`config.mk`:
```
export PLATFORM = sky130hd
export DESIGN_NAME = pattern_generator
export DESIGN_NICKNAME = d
export VERILOG_FILES = /design/src/rtl/pattern_pkg.sv /design/src/rtl/ones_run_tracker.sv /design/src/rtl/pattern_generator.sv
export SDC_FILE = /design/constraint.sdc
export NUM_CORES = 1
export LEC_CHECK = 0
export ABC_AREA = 1
export CAP_MARGIN = 10
export CORE_UTILIZATION = 50
export CTS_CLUSTER_SIZE = 8
export DETAILED_ROUTE_END_ITERATION = 16
export GPL_ROUTABILITY_DRIVEN = 0
export GPL_TIMING_DRIVEN = 0
export PLACE_DENSITY = 0.87
export SYNTH_ARGS = -nofsm -noshare
export SYNTH_HDL_FRONTEND = slang
export SYNTH_HIERARCHICAL = 1
export SYNTH_SLANG_ARGS = --single-unit
```
`constraint.sdc`:
```
create_clock -name clk -period 3 [get_ports clk]
set_clock_uncertainty 0.05 [all_clocks]
set_input_delay 0.75 -clock clk [delete_from_list [all_inputs] [get_ports clk]]
set_output_delay 0.75 -clock clk [all_outputs]
set_load 0.01 [all_outputs]
```
`src/rtl/pattern_pkg.sv`:
```
// -----------------------------------------------------------------------------
// pattern_pkg
// Shared types and helpers for the serial pattern generator and its
// consecutive-ones prediction model.
//   gen_state_t   : generator FSM encoding
//   PAT_W_DEFAULT : default maximum pattern length in bits
//   RUN_MAX       : saturation value of the ones-run counter
//   run_step()    : next value of the saturating ones-run counter
// -----------------------------------------------------------------------------
package pattern_pkg;

  typedef enum logic [1:0] {
    IDLE  = 2'd0,
    SHIFT = 2'd1,
    GAP   = 2'd2,
    DONE  = 2'd3
  } gen_state_t;

  localparam int PAT_W_DEFAULT = 16;

  // Two consecutive ones are all the recognizer needs to see.
  localparam logic [1:0] RUN_MAX = 2'd2;

  // A sampled one extends the run up to RUN_MAX; anything else clears it.
  function automatic logic [1:0] run_step(input logic [1:0] run, input logic one);
    logic [1:0] nxt;
    if (!one) begin
      nxt = 2'd0;
    end else if (run >= RUN_MAX) begin
      nxt = RUN_MAX;
    end else begin
      nxt = run + 2'd1;
    end
    return nxt;
  endfunction

endpackage

```
`src/rtl/ones_run_tracker.sv`:
```
// -----------------------------------------------------------------------------
// ones_run_tracker
// Golden model of the consecutive-ones recognizer: counts consecutive sampled
// ones (d_valid && d), saturating at two, and flags a run of two or more.
// Ports:
//   clk      in  clock, posedge
//   reset    in  synchronous, active-high; clears the run counter
//   d        in  serial data
//   d_valid  in  d carries a pattern bit (d_valid=0 is treated as d=0)
//   expect_q out high while the registered run count has reached two
// -----------------------------------------------------------------------------
module ones_run_tracker
  import pattern_pkg::*;
(
  input  logic clk,
  input  logic reset,
  input  logic d,
  input  logic d_valid,
  output logic expect_q
);

  logic [1:0] run_r;

  // Saturating run counter of consecutive valid ones.
  always_ff @(posedge clk) begin
    if (reset) begin
      run_r <= 2'd0;
    end else begin
      run_r <= run_step(run_r, d_valid && d);
    end
  end

  assign expect_q = (run_r == RUN_MAX);

endmodule

```
`src/rtl/pattern_generator.sv`:
```
// -----------------------------------------------------------------------------
// pattern_generator
// Bit-serial stimulus source. Accepts a pattern descriptor over valid/ready and
// shifts the pattern out MSB-first on d, repeated (repeat+1) times with
// zero-filled gaps in between, then pulses done for one cycle. expect_q is the
// cycle-exact prediction of the downstream consecutive-ones recognizer.
// Ports:
//   clk, reset     clock and synchronous active-high reset
//   load_valid     descriptor offered
//   load_ready     idle and not in reset; descriptor accepted on valid&&ready
//   load_pattern   pattern bits, [len-1:0] used, bit len-1 sent first
//   load_len       pattern length; 0 or >PAT_W means PAT_W
//   load_repeat    extra repetitions
//   load_gap       idle cycles between repetitions
//   d, d_valid     registered serial output and its qualifier
//   busy           descriptor in progress
//   done           one-cycle pulse after the final bit
//   expect_q       predicted recognizer output
// -----------------------------------------------------------------------------
module pattern_generator
  import pattern_pkg::*;
#(
  parameter int PAT_W = PAT_W_DEFAULT,
  parameter int LEN_W = $clog2(PAT_W + 1),
  parameter int REP_W = 4,
  parameter int GAP_W = 4
)
(
  input  logic             clk,
  input  logic             reset,
  input  logic             load_valid,
  output logic             load_ready,
  input  logic [PAT_W-1:0] load_pattern,
  input  logic [LEN_W-1:0] load_len,
  input  logic [REP_W-1:0] load_repeat,
  input  logic [GAP_W-1:0] load_gap,
  output logic             d,
  output logic             d_valid,
  output logic             busy,
  output logic             done,
  output logic             expect_q
);

  localparam logic [LEN_W-1:0] PAT_W_L = LEN_W'(PAT_W);

  gen_state_t       state_r,   state_s;
  logic [PAT_W-1:0] pat_r,     pat_s;
  logic [LEN_W-1:0] len_r,     len_s;
  logic [GAP_W-1:0] gap_r,     gap_s;
  logic [LEN_W-1:0] idx_r,     idx_s;
  logic [REP_W-1:0] rep_r,     rep_s;
  logic [GAP_W-1:0] gap_cnt_r, gap_cnt_s;

  logic d_r,       d_s;
  logic d_valid_r, d_valid_s;
  logic busy_r,    busy_s;
  logic done_r,    done_s;

  logic             fire_s;
  logic [LEN_W-1:0] len_clamped_s;

  assign load_ready = (state_r == IDLE) && !reset;
  assign fire_s     = load_valid && load_ready;

  // Out-of-range lengths fall back to the full pattern width, so idx never
  // starts beyond the pattern register and len-1 never underflows.
  always_comb begin
    len_clamped_s = load_len;
    if ((load_len == LEN_W'(0)) || (load_len > PAT_W_L)) begin
      len_clamped_s = PAT_W_L;
    end else begin
      len_clamped_s = load_len;
    end
  end

  // Next-state logic for the FSM and its idx / repeat / gap counters.
  always_comb begin
    state_s   = state_r;
    pat_s     = pat_r;
    len_s     = len_r;
    gap_s     = gap_r;
    idx_s     = idx_r;
    rep_s     = rep_r;
    gap_cnt_s = gap_cnt_r;
    case (state_r)
      IDLE: begin
        if (fire_s) begin
          state_s   = SHIFT;
          pat_s     = load_pattern;
          len_s     = len_clamped_s;
          gap_s     = load_gap;
          idx_s     = len_clamped_s - LEN_W'(1);
          rep_s     = load_repeat;
          gap_cnt_s = load_gap;
        end else begin
          state_s = IDLE;
        end
      end
      SHIFT: begin
        if (idx_r != LEN_W'(0)) begin
          idx_s = idx_r - LEN_W'(1);
        end else if (rep_r == REP_W'(0)) begin
          state_s = DONE;
        end else if (gap_r != GAP_W'(0)) begin
          state_s   = GAP;
          gap_cnt_s = gap_r;
        end else begin
          // Back-to-back repeat: restart the pattern without an idle cycle.
          idx_s = len_r - LEN_W'(1);
          rep_s = rep_r - REP_W'(1);
        end
      end
      GAP: begin
        // gap_cnt_r counts the gap cycles still to be spent, including this one.
        if (gap_cnt_r <= GAP_W'(1)) begin
          state_s = SHIFT;
          idx_s   = len_r - LEN_W'(1);
          rep_s   = rep_r - REP_W'(1);
        end else begin
          gap_cnt_s = gap_cnt_r - GAP_W'(1);
        end
      end
      DONE: begin
        state_s = IDLE;
      end
      default: begin
        state_s = IDLE;
      end
    endcase
  end

  // Output values for the next cycle, derived from the next state so that the
  // registered outputs line up with the state they describe.
  always_comb begin
    d_s       = 1'b0;
    d_valid_s = 1'b0;
    busy_s    = (state_s != IDLE);
    done_s    = (state_s == DONE);
    if (state_s == SHIFT) begin
      d_valid_s = 1'b1;
      d_s       = |(pat_s & (PAT_W'(1) << idx_s));
    end else begin
      d_valid_s = 1'b0;
      d_s       = 1'b0;
    end
  end

  // State, descriptor, counter and output registers.
  always_ff @(posedge clk) begin
    if (reset) begin
      state_r   <= IDLE;
      pat_r     <= '0;
      len_r     <= '0;
      gap_r     <= '0;
      idx_r     <= '0;
      rep_r     <= '0;
      gap_cnt_r <= '0;
      d_r       <= 1'b0;
      d_valid_r <= 1'b0;
      busy_r    <= 1'b0;
      done_r    <= 1'b0;
    end else begin
      state_r   <= state_s;
      pat_r     <= pat_s;
      len_r     <= len_s;
      gap_r     <= gap_s;
      idx_r     <= idx_s;
      rep_r     <= rep_s;
      gap_cnt_r <= gap_cnt_s;
      d_r       <= d_s;
      d_valid_r <= d_valid_s;
      busy_r    <= busy_s;
      done_r    <= done_s;
    end
  end

  assign d       = d_r;
  assign d_valid = d_valid_r;
  assign busy    = busy_r;
  assign done    = done_r;

  // The prediction is taken from exactly what leaves this block.
  ones_run_tracker u_tracker (
    .clk      (clk),
    .reset    (reset),
    .d        (d_r),
    .d_valid  (d_valid_r),
    .expect_q (expect_q)
  );

endmodule

```
==> results.md, run 1 <==
* Sequential power share at 0.404
* Worst Path Required at 2.20 ns
* Vias in the first global route at around 2700
* Power per cell area at 492.2 nW/um^2
* Core area at between 5000 and 6000 um^2
* Die area at roughly 6000 um^2
* Vias/cell at 5.318
* Final Instance Count excl. Fillers at between 500 and 600
* Syn Nets at 450
* Post-Syn Area per Cell at about 7.1 um^2
* Post-Syn Area at between 2000 and 3000 um^2
* Failing checks: design-rule violations
* Synth cell types at 38
* Power Internal at ~1100 uW
* Cts hold-fix bufs at 0
* Synth Register Bits at 46
* Worst slew margin at 0.6180
* First-pass GRT wire length at 11540 um
* IO Port Bufs at 37
* GR Overflow Total at 0
* DR vias at ~2800
* Diode count at 0
* Ys async rst share at 0
* Final Setup Violations at 0
* Post-synth top area share at 0.3189
* Nets at around 500
* Dominant cell type by area after synthesis: dfxtp_1
* Row count at 27
* Tmin final at between 2 and 3 ns
* Sw power at roughly 640 uW
* Part of the power in the clock network at 0.225
* # DRC at 1
* Sw frac at 0.3673
* DP HPWL at slightly above 5000 um
* TritonRoute pass-1 iters at 12
* Drt total wl at a little under 7000 um
* Worst-skew pair later-pin latency at approximately 0.30 ns
* Top post-synthesis cells by area: dfxtp_1 (32%), nand2_1 (7.4%), inv_1 (7.3%), o21ai_0 (6.4%), nor2_1 (6.2%)
* Root Buffer: clkbuf_8
* Type of destination of the critical path: output port
* Hold WC Path Type: flop to flop
* Layout Area Growth over Synthesis at 22.57%
* Worst setup slack after layout at roughly 0.062 ns
* F_max at approximately 340 MHz
* Comb pwr share at 0.372
* Initial Utilization at 0.5212
* # IOs at 38
* Status: finished with violations
* Max FO, Critical Path at 19
* Leak at around 0.0017 uW
* Clk slew on worst S/H paths at ~0.080 ns
* Startpoint Class: primary input
* Count of pins over their slew limit at 0
* Filler cells at around 470
* Die width at between 70 and 80 um
* Final hold slack at roughly 0.44 ns
* Worst EP arrival at ~2.1 ns
* Max-cap violations at 0
* # clock sinks at 46
* Worst-Margin Slew at around 0.57 ns
* Worst slack, placed at -0.6198 ns
* Synth cell count leaders: nand2_1 (57), inv_1 (56), nor2_1 (48)
* Layout cell share with drive strength beyond 1 at 0.1832
* Seq/Total Area, Yosys at 0.3189
* Iteration-0 DRC Markers at 271
* CTS tree: yes
* CTS H-tree depth at 2
* Critical path class: primary input to output port
* Die Y at around 78 um
* Largest net degree at the start of global routing at 20
* Placed insts at slightly above 500
* GRT Util Overall at 0.2353
* Max rail drop VDD at roughly 0.00024 V
* Final hold violation count at 0
* Cells after synthesis at 406
* Remaining antenna violation count at 0
* Crit share post-route at 0.9794
* Maximum root-to-sink buffer count at 2
* DR WL/cell at between 10 and 15 um
* Number of antenna violations at the first check in global routing at 0
* EDFF count, synth at 0
* Most used DFF post-synth: dfxtp_1
* CTS Buf Count at 5
* Count leader, synth: nand2_1
* Syn. warnings at 6
* Pwr Total at ~1700 uW
## per-layer routing
metal | track usage | routed length [um]
met5 | 0 | 0
met4 | 0.09815 | 100
met3 | 0.04353 | 470
met2 | 0.3991 | 3420
met1 | 0.2917 | 2953
## registers in the layout, summed over array words and instances, names as in the netlist
register         cells
busy                 1
d                    1
d_valid              1
done                 1
gap_cnt_r            4
gap_r                4
idx_r                5
len_r                5
pat_r               16
rep_r                4
state_r              2
u_tracker/run_r      2
## per-stage QoR
step | utilization | TNS (ns) | cell area, um^2
6_report | 0.6389 | 0 | 3540
4_1_cts | 0.6249 | -0.2654 | 3462
5_1_grt | 0.6389 | -0.03881 | 3540
3_3_place_gp | 0.6043 | -1.061 | 3348
2_1_floorplan | - | 0 | 2888
3_5_place_dp | 0.6043 | -1.357 | 3348
## final timing paths
path | from | endpoint | slack [ns] | cells after the start
max | reset | load_ready | 0.06 | 4
min | gap_r[3]$_SDFFE_PP0P_ | gap_r[3]$_SDFFE_PP0P_ | 0.44 | 2
max reg2reg | state_r[0]$_SDFF_PP0_ | d$_SDFF_PP0_ | 0.62 | 12
min reg2reg | gap_r[3]$_SDFFE_PP0P_ | gap_r[3]$_SDFFE_PP0P_ | 0.44 | 2
## worst max-delay path: stages
cell and delay, ns:
clkdlybuf4s50_1 0.47, buf_6 0.20, nor2_1 0.16, clkdlybuf4s50_1 0.55
## final cells by class
class	instances	area (um^2)	area share
clock buffers	7	86.33	0.02439
flip-flops and latches	46	920.9	0.2602
inverters	64	245.2	0.06928
repair buffers	39	387.9	0.1096
clock inverters	1	5.005	0.001414
multi-input cells	287	1755	0.4959
plain buffers	9	48.80	0.01379
well taps	72	90.09	0.02545
## cell usage in the layout, fill, tap and decap left out, drive strengths merged
cell	count
nor2	60
nor3	4
clkbuf	12
dlymetal6s2s	3
nand2	70
inv	64
buf	7
a21oi	29
xor2	5
clkinv	1
a31o	1
nand4	3
o21ai	38
clkdlybuf4s50	33
nand3b	7
nand3	29
xnor2	2
nor4	2
a211oi	1
ha	12
dfxtp	46
a31oi	4
mux2i	7
o221ai	2
or2	11
## repair_timing
action                     in CTS  in global routing
gates resized for setup         3                 21
setup endpoints to repair       2                  4
setup buffers                   1                  1
cloned                          1                  0
pin swaps                       3                 14
## logic make-up after synthesis
kind of cell / after synthesis / share of synthesized area
muxes: 7 / 0.02426
xor gates and xnor gates: 7 / 0.02123
adders and majority gates: 12 / 0.05199
buffers and inverters: 74 / 0.1023
and+or+nand+nor: 185 / 0.3358
DFF: 46 / 0.3189
AOI/OAI and AO/OA: 75 / 0.1456
## power groups by stage
stage	clock (uW)	sequential (uW)	combinational [uW]
2_1_floorplan	0	710	448
3_3_place_gp	0	715	574
3_5_place_dp	0	717	596
4_1_cts	401	703	611
5_1_grt	419	711	717
6_report	391	703	647
Note: power is estimated with default switching activity, not from simulation.
==> inputs of run 2 (changes only) <==
--- a/config.mk
+++ b/config.mk
@@ -12,7 +12,7 @@
 export DETAILED_ROUTE_END_ITERATION = 16
 export GPL_ROUTABILITY_DRIVEN = 0
 export GPL_TIMING_DRIVEN = 0
-export PLACE_DENSITY = 0.87
+export PLACE_DENSITY = 0.75
 export SYNTH_ARGS = -nofsm -noshare
 export SYNTH_HDL_FRONTEND = slang
 export SYNTH_HIERARCHICAL = 1
==> run 2 against run 1 <==
Compared with the run above: the run now ends clean; power up 11%; die area did not move; maximum frequency is 0.70% higher; clock power is 45% higher; wire length shrank 3.3%; core utilization increased by 1.3 points; sequential cell count unchanged.
==> results.md, run 2 (synthesized netlist as in run 1, its figures left out) <==
* Maximum root-to-sink buffer count at 2
* Drt total wl at 6714 um
* DP HPWL at roughly 5000 um
* Final Setup Violations at 0
* Count of pins over their slew limit at 0
* GR Overflow Total at 0
* Max rail drop VDD at ~0.00026 V
* Worst EP arrival at about 2.1 ns
* CTS tree: yes
* Commonest non-fill, non-tap cell in the layout: nand2_1
* Crit share post-route at 0.9726
* DR WL/cell at approximately 13 um
* Worst path top cell family by delay: buffers and inverters
* Vias in the first global route at between 2000 and 3000
* Largest registers: pat_r (16), idx_r (5), len_r (5)
* R2R Path Start: state_r[0]$_SDFF_PP0_
* Startpoint Class: primary input
* Crit path cell chain: clkdlybuf4s50_1 -> buf_6 -> nor2_1 -> clkdlybuf4s50_1
* CP bufs+invs at 3
* TritonRoute pass-1 iters at 4
* F_max at 342.7 MHz
* Core area at ~5500 um^2
* Largest net degree at the start of global routing at 20
* Worst-skew pair later-pin latency at about 0.3 ns
* Placed insts at 515
* Worst R2R Setup Slack at roughly 0.6 ns
* GRT Util Overall at 0.2359
* Vias/cell at approximately 5.2
* Reg2reg path depth at 12
* Max-cap violations at 0
* # IOs at 38
* Max FO, Critical Path at 19
* Design Area, Final at about 3600 um^2
* IO Port Bufs at 37
* Sequential Area at ~920 um^2
* Critical path's most frequent cell: clkdlybuf4s50_1
* Hold path endpoint: gap_r[3]$_SDFFE_PP0P_
* Layout Area Growth over Synthesis at 25.09%
* Die width at 78.00 um
* Type of destination of the critical path: output port
* Post-route setup TNS at 0 ns
* Row count at 27
* Diode count at 0
* Filler cells at 502
* Number of antenna violations at the first check in global routing at 0
* Worst slew margin at 0.6512
* Leak at ~0.0017 uW
* CTS Buf Count at 5
* RSZ-0062 raised after global routing: false
* R2r endpoint: d$_SDFF_PP0_
* Biggest register: pat_r
* # clock sinks at 46
* Worst slack, placed at -0.6298 ns
* CTS H-tree depth at 2
* Final Instance Count excl. Fillers at roughly 530
* Worst Path Required at 2.20 ns
* Remaining antenna violation count at 0
* First-pass GRT wire length at roughly 11000 um
* Critical-path top delay cell: clkdlybuf4s50_1
* Max incr delay on CP at ~0.55 ns
* Iteration-0 DRC Markers at 168
* Nets at between 400 and 500
* Power per cell area at about 530 nW/um^2
* Die Y at around 80 um
* DR vias at around 2800
* Hold WC Path Type: flop to flop
* Root Buffer: clkbuf_8
* Die area at 6083 um^2
* Critical path class: primary input to output port
* Cts hold-fix bufs at 0
* Layout cell share with drive strength beyond 1 at 0.1996
* Clk slew on worst S/H paths at roughly 0.090 ns
* Area post-placement at 3348 um^2
* Most frequent cells in the layout: nand2_1 (55), inv_1 (53), dfxtp_1 (46)
* Initial Utilization at 0.5212
* Final hold violation count at 0
* Worst-Margin Slew at 0.5177 ns
* Tmin final at 2.918 ns
* Area occupied by multi-input gates at roughly 1700 um^2
* # DRC at 0
* Status: finished, final reports clean
* Final hold slack at approximately 0.44 ns
* Worst setup slack after layout at 0.08212 ns
* Worst min-delay path startpoint: gap_r[3]$_SDFFE_PP0P_
* Number of flip-flops in the largest register at 16
* Hold Path Stages at 2
[run 2: stage by stage]
stage                     power, uW    util
after floorplan                1158       -
after global placement         1301  0.6043
after detailed placement       1315  0.6043
after CTS                      1933  0.6481
after global routing           2054  0.6520
final                          1930  0.6520
[run 2: worst max-delay path by stage]
stage                         endpoint  slack, ns  cells past startpoint         from
after CTS                 d$_SDFF_PP0_       0.02                     22  load_len[3]
final                       load_ready       0.08                      4        reset
after global routing        load_ready      0.005                      4        reset
after global placement    d$_SDFF_PP0_      -0.56                     21  load_len[0]
after floorplan           d$_SDFF_PP0_       0.15                     20  load_len[0]
after detailed placement  d$_SDFF_PP0_      -0.63                     21  load_len[0]
[run 2: per-layer routing]
metal  track usage  vias up  wire length (um)
met2        0.4080       85              3176
met4       0.08333        0               125
met1        0.2889     1251              2968
met3       0.04824       16               444
li1              -     1398                 -
met5             0        -                 0
[run 2: power by group]
group / leakage [uW] / switching, uW / internal (uW) / total [uW]
Combinational: 0.00127 / 389 / 269 / 658
Clock: 0.0000714 / 212 / 355 / 568
Sequential: 0.000378 / 40.0 / 664 / 704
Total: 0.00172 / 642 / 1290 / 1930
[run 2: area by class of cell]
cell class                      count  share of cell area
Buffer                              9             0.01351
Clock buffer                        6             0.02286
Clock inverter                      2             0.01663
Inverter                           64             0.06789
Multi-Input combinational cell    286              0.4842
Sequential cell                    46              0.2549
Tap cell                           72             0.02494
Timing Repair Buffer               43              0.1150
[run 2: repair_timing]
| action | in CTS | in global routing |
|---|---|---|
| setup buffers | 4 | 2 |
| pin swaps | 15 | 14 |
| endpoints found under the setup margin | 2 | 1 |
| resized for setup | 22 | 12 |
[run 2: worst reg2reg max path: stages, from the launching register on]
cell     delay [ns]
dfxtp_1        0.35
inv_1          0.14
ha_1           0.31
nand3_2        0.15
inv_2          0.16
buf_2          0.24
o21ai_0        0.12
a21oi_1        0.15
a21oi_1        0.10
o21ai_0        0.31
nor2_1         0.09
nand2_1        0.09
a21oi_2        0.05
